==> src/rtl/snake_button_ctrl.sv <==
// Divides CLOCK into SLOW_CLOCK and turns debounced button presses into one-slow-period request levels.
// Define SNAKE_TURN_QUEUE_EN to hold turns in a 2-entry FIFO instead of a single latest-wins register.
module snake_button_ctrl #(
    parameter int unsigned DEBOUNCE_CYCLES = 500000,
    parameter int unsigned HALF_PERIOD     = 2500000
) (
    input  logic CLOCK,
    input  logic RESET,
    input  logic btn_left,
    input  logic btn_right,
    input  logic btn_centre,
    output logic SLOW_CLOCK,
    output logic left_pulse,
    output logic right_pulse,
    output logic start
);

    localparam int unsigned DB_W  = $clog2(DEBOUNCE_CYCLES + 1);
    localparam int unsigned DIV_W = (HALF_PERIOD > 1) ? $clog2(HALF_PERIOD) : 1;
    localparam int unsigned BTN_L = 0;
    localparam int unsigned BTN_R = 1;
    localparam int unsigned BTN_C = 2;

    typedef enum logic [1:0] {
        TURN_NONE  = 2'd0,
        TURN_LEFT  = 2'd1,
        TURN_RIGHT = 2'd2
    } turn_t;

    logic [2:0]           btn_raw_c;
    logic [2:0]           sync_q1;
    logic [2:0]           sync_q2;
    logic [2:0]           level;
    logic [2:0][DB_W-1:0] db_cnt;
    logic [2:0]           press_c;
    turn_t                turn_req_c;
    turn_t                turn_head_c;
    logic [DIV_W-1:0]     div_cnt;
    logic                 div_tc_c;
    logic                 fall_c;
    logic                 start_pend;
    logic                 start_pend_next;

    assign btn_raw_c = {btn_centre, btn_right, btn_left};

    // Two-flop synchroniser followed by a per-button stability counter
    always_ff @(posedge CLOCK or posedge RESET) begin
        if (RESET) begin
            sync_q1 <= '0;
            sync_q2 <= '0;
            level   <= '0;
            db_cnt  <= '0;
        end else begin
            sync_q1 <= btn_raw_c;
            sync_q2 <= sync_q1;
            for (int i = 0; i < 3; i++) begin
                if (sync_q2[i] == level[i]) begin
                    db_cnt[i] <= '0;
                end else if (db_cnt[i] == DB_W'(DEBOUNCE_CYCLES)) begin
                    level[i]  <= sync_q2[i];
                    db_cnt[i] <= '0;
                end else begin
                    db_cnt[i] <= db_cnt[i] + DB_W'(1);
                end
            end
        end
    end

    // A press is the cycle in which an accepted level flips 0->1
    always_comb begin
        press_c = '0;
        for (int i = 0; i < 3; i++) begin
            press_c[i] = sync_q2[i] && !level[i] && (db_cnt[i] == DB_W'(DEBOUNCE_CYCLES));
        end
        turn_req_c = TURN_NONE;
        if (press_c[BTN_L] && !press_c[BTN_R]) begin
            turn_req_c = TURN_LEFT;
        end else if (press_c[BTN_R] && !press_c[BTN_L]) begin
            turn_req_c = TURN_RIGHT;
        end
    end

    assign div_tc_c = (div_cnt == DIV_W'(HALF_PERIOD - 1));
    assign fall_c   = div_tc_c && SLOW_CLOCK;

    always_ff @(posedge CLOCK or posedge RESET) begin
        if (RESET) begin
            div_cnt    <= '0;
            SLOW_CLOCK <= 1'b0;
        end else if (div_tc_c) begin
            div_cnt    <= '0;
            SLOW_CLOCK <= ~SLOW_CLOCK;
        end else begin
            div_cnt    <= div_cnt + DIV_W'(1);
        end
    end

    // Pending start: cleared on transfer, then a same-cycle press re-arms it
    always_comb begin
        start_pend_next = start_pend;
        if (fall_c) begin
            start_pend_next = 1'b0;
        end
        if (press_c[BTN_C]) begin
            start_pend_next = 1'b1;
        end
    end

`ifdef SNAKE_TURN_QUEUE_EN
    turn_t       head_q;
    turn_t       tail_q;
    turn_t       head_next;
    turn_t       tail_next;
    logic [1:0]  fill_q;
    logic [1:0]  fill_next;

    always_ff @(posedge CLOCK or posedge RESET) begin
        if (RESET) begin
            head_q     <= TURN_NONE;
            tail_q     <= TURN_NONE;
            fill_q     <= 2'd0;
            start_pend <= 1'b0;
        end else begin
            head_q     <= head_next;
            tail_q     <= tail_next;
            fill_q     <= fill_next;
            start_pend <= start_pend_next;
        end
    end

    // Pop (or flush on start) first, then push; a full FIFO overwrites its newest entry
    always_comb begin
        head_next = head_q;
        tail_next = tail_q;
        fill_next = fill_q;
        if (fall_c) begin
            if (start_pend) begin
                fill_next = 2'd0;
            end else if (fill_q != 2'd0) begin
                head_next = tail_q;
                fill_next = fill_q - 2'd1;
            end
        end
        if (turn_req_c != TURN_NONE) begin
            case (fill_next)
                2'd0: begin
                    head_next = turn_req_c;
                    fill_next = 2'd1;
                end
                2'd1: begin
                    tail_next = turn_req_c;
                    fill_next = 2'd2;
                end
                default: tail_next = turn_req_c;
            endcase
        end
    end

    assign turn_head_c = (fill_q != 2'd0) ? head_q : TURN_NONE;
`else
    turn_t turn_pend;
    turn_t turn_pend_next;

    always_ff @(posedge CLOCK or posedge RESET) begin
        if (RESET) begin
            turn_pend  <= TURN_NONE;
            start_pend <= 1'b0;
        end else begin
            turn_pend  <= turn_pend_next;
            start_pend <= start_pend_next;
        end
    end

    // Latest press wins; simultaneous left+right leaves the pending turn alone
    always_comb begin
        turn_pend_next = turn_pend;
        if (fall_c) begin
            turn_pend_next = TURN_NONE;
        end
        if (turn_req_c != TURN_NONE) begin
            turn_pend_next = turn_req_c;
        end
    end

    assign turn_head_c = turn_pend;
`endif

    // Outputs only move on fall cycles; a pending start suppresses any turn
    always_ff @(posedge CLOCK or posedge RESET) begin
        if (RESET) begin
            left_pulse  <= 1'b0;
            right_pulse <= 1'b0;
            start       <= 1'b1;
        end else if (fall_c) begin
            left_pulse  <= !start_pend && (turn_head_c == TURN_LEFT);
            right_pulse <= !start_pend && (turn_head_c == TURN_RIGHT);
            start       <= start_pend;
        end
    end

endmodule

==> config.mk <==
export PLATFORM = sky130hd
export DESIGN_NAME = snake_button_ctrl
export DESIGN_NICKNAME = d
export VERILOG_FILES = /design/src/rtl/snake_button_ctrl.sv
export SDC_FILE = /design/constraint.sdc
export NUM_CORES = 1
export LEC_CHECK = 0
export ABC_AREA = 1
export BUFFER_PORTS_ARGS = -buffer_cell sky130_fd_sc_hd__buf_4
export CAP_MARGIN = 20
export CORE_UTILIZATION = 40
export DETAILED_ROUTE_END_ITERATION = 8
export PLACE_DENSITY = 0.54
export SLEW_MARGIN = 15
export SYNTH_ARGS = -nofsm -noshare
export SYNTH_HDL_FRONTEND = slang
export SYNTH_SLANG_ARGS = --single-unit
==> constraint.sdc <==
create_clock -name CLOCK -period 2.8 [get_ports CLOCK]
set_input_delay 0.14 -clock CLOCK [delete_from_list [all_inputs] [get_ports CLOCK]]
set_output_delay 0.14 -clock CLOCK [all_outputs]
set_load 0.02 [all_outputs]
==> impl_metrics.tcl <==
set metrics [dict create \
    outcome "finished, final reports clean" \
    overflow 0 \
    slowest_delay_ns 0.41 \
    synth_nets 676 \
    path_clk_slew_ns 0.07 \
    via_per_inst 4.69 \
    numClockSinks 95 \
    setup_viol 0 \
    post-route-drc-count 0 \
    gp_congestion 0.852 \
    drt_wl_total_mm 10.1 \
    relSlewSlack_pct 54.9 \
    area_growth_pct 12.3 \
    synth_top_cell_by_area "dfrtp_1" \
    grt_util_all_layers_pct 17.0 \
    dr.pass1.iters 4 \
    fin_nets 697 \
    finClkSkew_ns 0.00574 \
    drtIter0Drc 265 \
    dieArea_sq_mm 0.0133 \
    final_cell_mix "nor2_1 (140), nand2_1 (138), dfrtp_1 (94)" \
    postCtsSetupBuffers 0 \
    grt_first_pass_wirelength_mm 17.7 \
    cp.required_ns 3.09 \
    yosysSeqAreaShare_pct 46.1 \
    ir_drop_mv 0.443 \
    crit_top_cell "nand2_1" \
    hold_depth 0 \
    hold_viol_final 0 \
    powerDensity_mw_per_mm2 476 \
    cts_max_level 3 \
    grt_max_degree 53 \
    synth_top_cell_area_share_pct 45.6 \
    die_h_microns 116 \
    hpwl_mm 7.45 \
    diodes 0 \
    drv_slew 0 \
    syn_area_sq_mm 0.00515 \
    netlist_instances 659 \
    finalInstanceArea_sq_mm 0.00579 \
    ys_seq_elements 95 \
    path_class "reg2reg" \
    wl_per_cell_microns 11.8 \
    synth.area.top_cells "dfrtp_1 (46%), nor2_1 (10%), nand2_1 (10%), inv_1 (6.0%), xor2_1 (5.1%)" \
    dpl-instance-area_sq_mm 0.00544 \
    critPathLaunchType "register" \
    rsz0062_at_grt "no" \
    fillers 1255 \
    tns_ns 0 \
    start_util_pct 41.0 \
    final_common_cell "nor2_1" \
    leakage_nw 2.65 \
    cap_violations 0 \
    vias 4021 \
    worstMarginPinSlew_ns 0.676 \
    fmax_mhz 596 \
    drive_above_1_share_pct 9.20 \
    antenna_found_initial 0 \
    cpMaxStageDelayCell "dfrtp_1" \
    clockRootBuffer "clkbuf_16" \
    avgSynthCellArea_sq_um 7.82 \
    num_io_pins 9 \
    hp-class "reg2reg" \
    antenna_left 0 \
    end_kind "register" \
    clk_path_buf_depth 2 \
    cts_tree "yes" \
    cts_buffers 9 \
    insertion_delay_ns 0.35 \
    period_share_pct 59.9 \
    yosysUniqueCellTypes 29 \
    cp_max_fo 4 \
    row_count 41 \
    worstPathArrival_ns 1.97 \
    synth_warnings 0 \
    grt_pass1_vias 3960 \
    dieWidth_microns 116 \
    core_area_sq_mm 0.0126 \
    path_cells "inv_1, ha_1, nand4_1, nor3_1, nand3_1, inv_1, ha_1, nand2_1, nand2_1, nand2_1" \
    port_buffers 8 \
    rr_worst_depth 10 \
    finalCriticalPeriod_ns 1.68 \
]
-- stage by stage --
step           cells  utilization, %  hold slack (ns)  worst slack, ns  power, mW
4_1_cts          857            46.1            0.350             1.12       2.81
6_report         857            46.1            0.348             1.12       2.76
3_5_place_dp     837            43.3            0.252             1.14       1.52
5_1_grt          857            46.1            0.369            0.980       2.88
3_3_place_gp     837            43.3            0.249             1.17       1.52
2_1_floorplan    659               -            0.171            0.185       1.49
-- critical path: cells and delay by family, from the launching register on --
family	cells	cell delay (ns)
adders and majority gates	2	0.39
and+or+nand+nor	6	0.67
buffers and inverters	2	0.16
DFF	1	0.41
-- cell usage after synthesis --
master / count
a21oi_1: 9
a31o_2: 1
and2_1: 1
and3_1: 3
clkbuf_1: 3
dfrtp_1: 94
dfstp_2: 1
ha_1: 12
inv_1: 83
inv_2: 2
nand2_1: 138
nand2_2: 5
nand2_4: 2
nand3_1: 51
nand3_2: 6
nand3b_1: 3
nand4_1: 16
nor2_1: 140
nor2_2: 12
nor2_4: 7
nor3_1: 14
nor3_2: 1
nor3b_1: 3
o21ai_0: 5
o21ai_1: 2
o21bai_1: 1
or2_1: 1
xnor2_1: 13
xor2_1: 30
-- sequential cells by signal (all words and copies together), names as in the netlist --
| register | flops |
|---|---|
| db_cnt | 57 |
| div_cnt | 22 |
| level | 3 |
| sync_q1 | 3 |
| sync_q2 | 3 |
| turn_head_c | 2 |
| SLOW_CLOCK | 1 |
| left_pulse | 1 |
| right_pulse | 1 |
| start | 1 |
| start_pend | 1 |
-- what timing repair did --
| action | in CTS | in global routing |
|---|---|---|
| hold buffers | 4 | 0 |
| endpoints found under the setup margin | 0 | 0 |
| gates resized for setup | 0 | 0 |
| endpoints found under the hold margin | 54 | 0 |
-- where the power goes --
group	internal (mW)	switching [mW]
clock	0.720	0.544
sequential	1.39	0.0132
combinational	0.0299	0.0632
-- final cells by class --
| type | instances | area, sq um | share of cell area [%] |
|---|---|---|---|
| clock buffer | 10 | 239 | 4.13 |
| tap | 172 | 215 | 3.72 |
| inverter | 85 | 322 | 5.56 |
| multi-input combinational | 476 | 2450 | 42.3 |
| clock inverter | 6 | 67.6 | 1.17 |
| timing repair buffer | 13 | 120 | 2.08 |
| sequential | 95 | 2380 | 41.1 |
-- metal layers --
layer  track usage (%)  up-vias  part of all wire (%)
li1                  -     2100                     -
met4              5.11        0                   1.2
met1              20.7     1878                    48
met5                 0        -                     0
met3              5.13        9                   3.2
met2              28.9       34                    47
-- path summary, 6_finish.rpt --
kind                                 start             end  slack, ns
worst max-delay path            db_cnt[19]  turn_head_c[1]       1.12
worst min-delay path            sync_q1[2]      sync_q2[2]       0.35
worst max register to register  db_cnt[19]  turn_head_c[1]       1.12
worst min register to register  sync_q1[2]      sync_q2[2]       0.35
max in group asynchronous            RESET           start       1.62
min in group asynchronous            RESET      db_cnt[29]       0.47
-- kinds of logic after synthesis --
logic type | synth area share, %
simple gates | 35.4
flops | 46.1
buf+inv | 6.41
xor+xnor | 7.31
compound gates | 1.87
fa+ha+maj | 2.91
(Power assumes the default switching activity.)
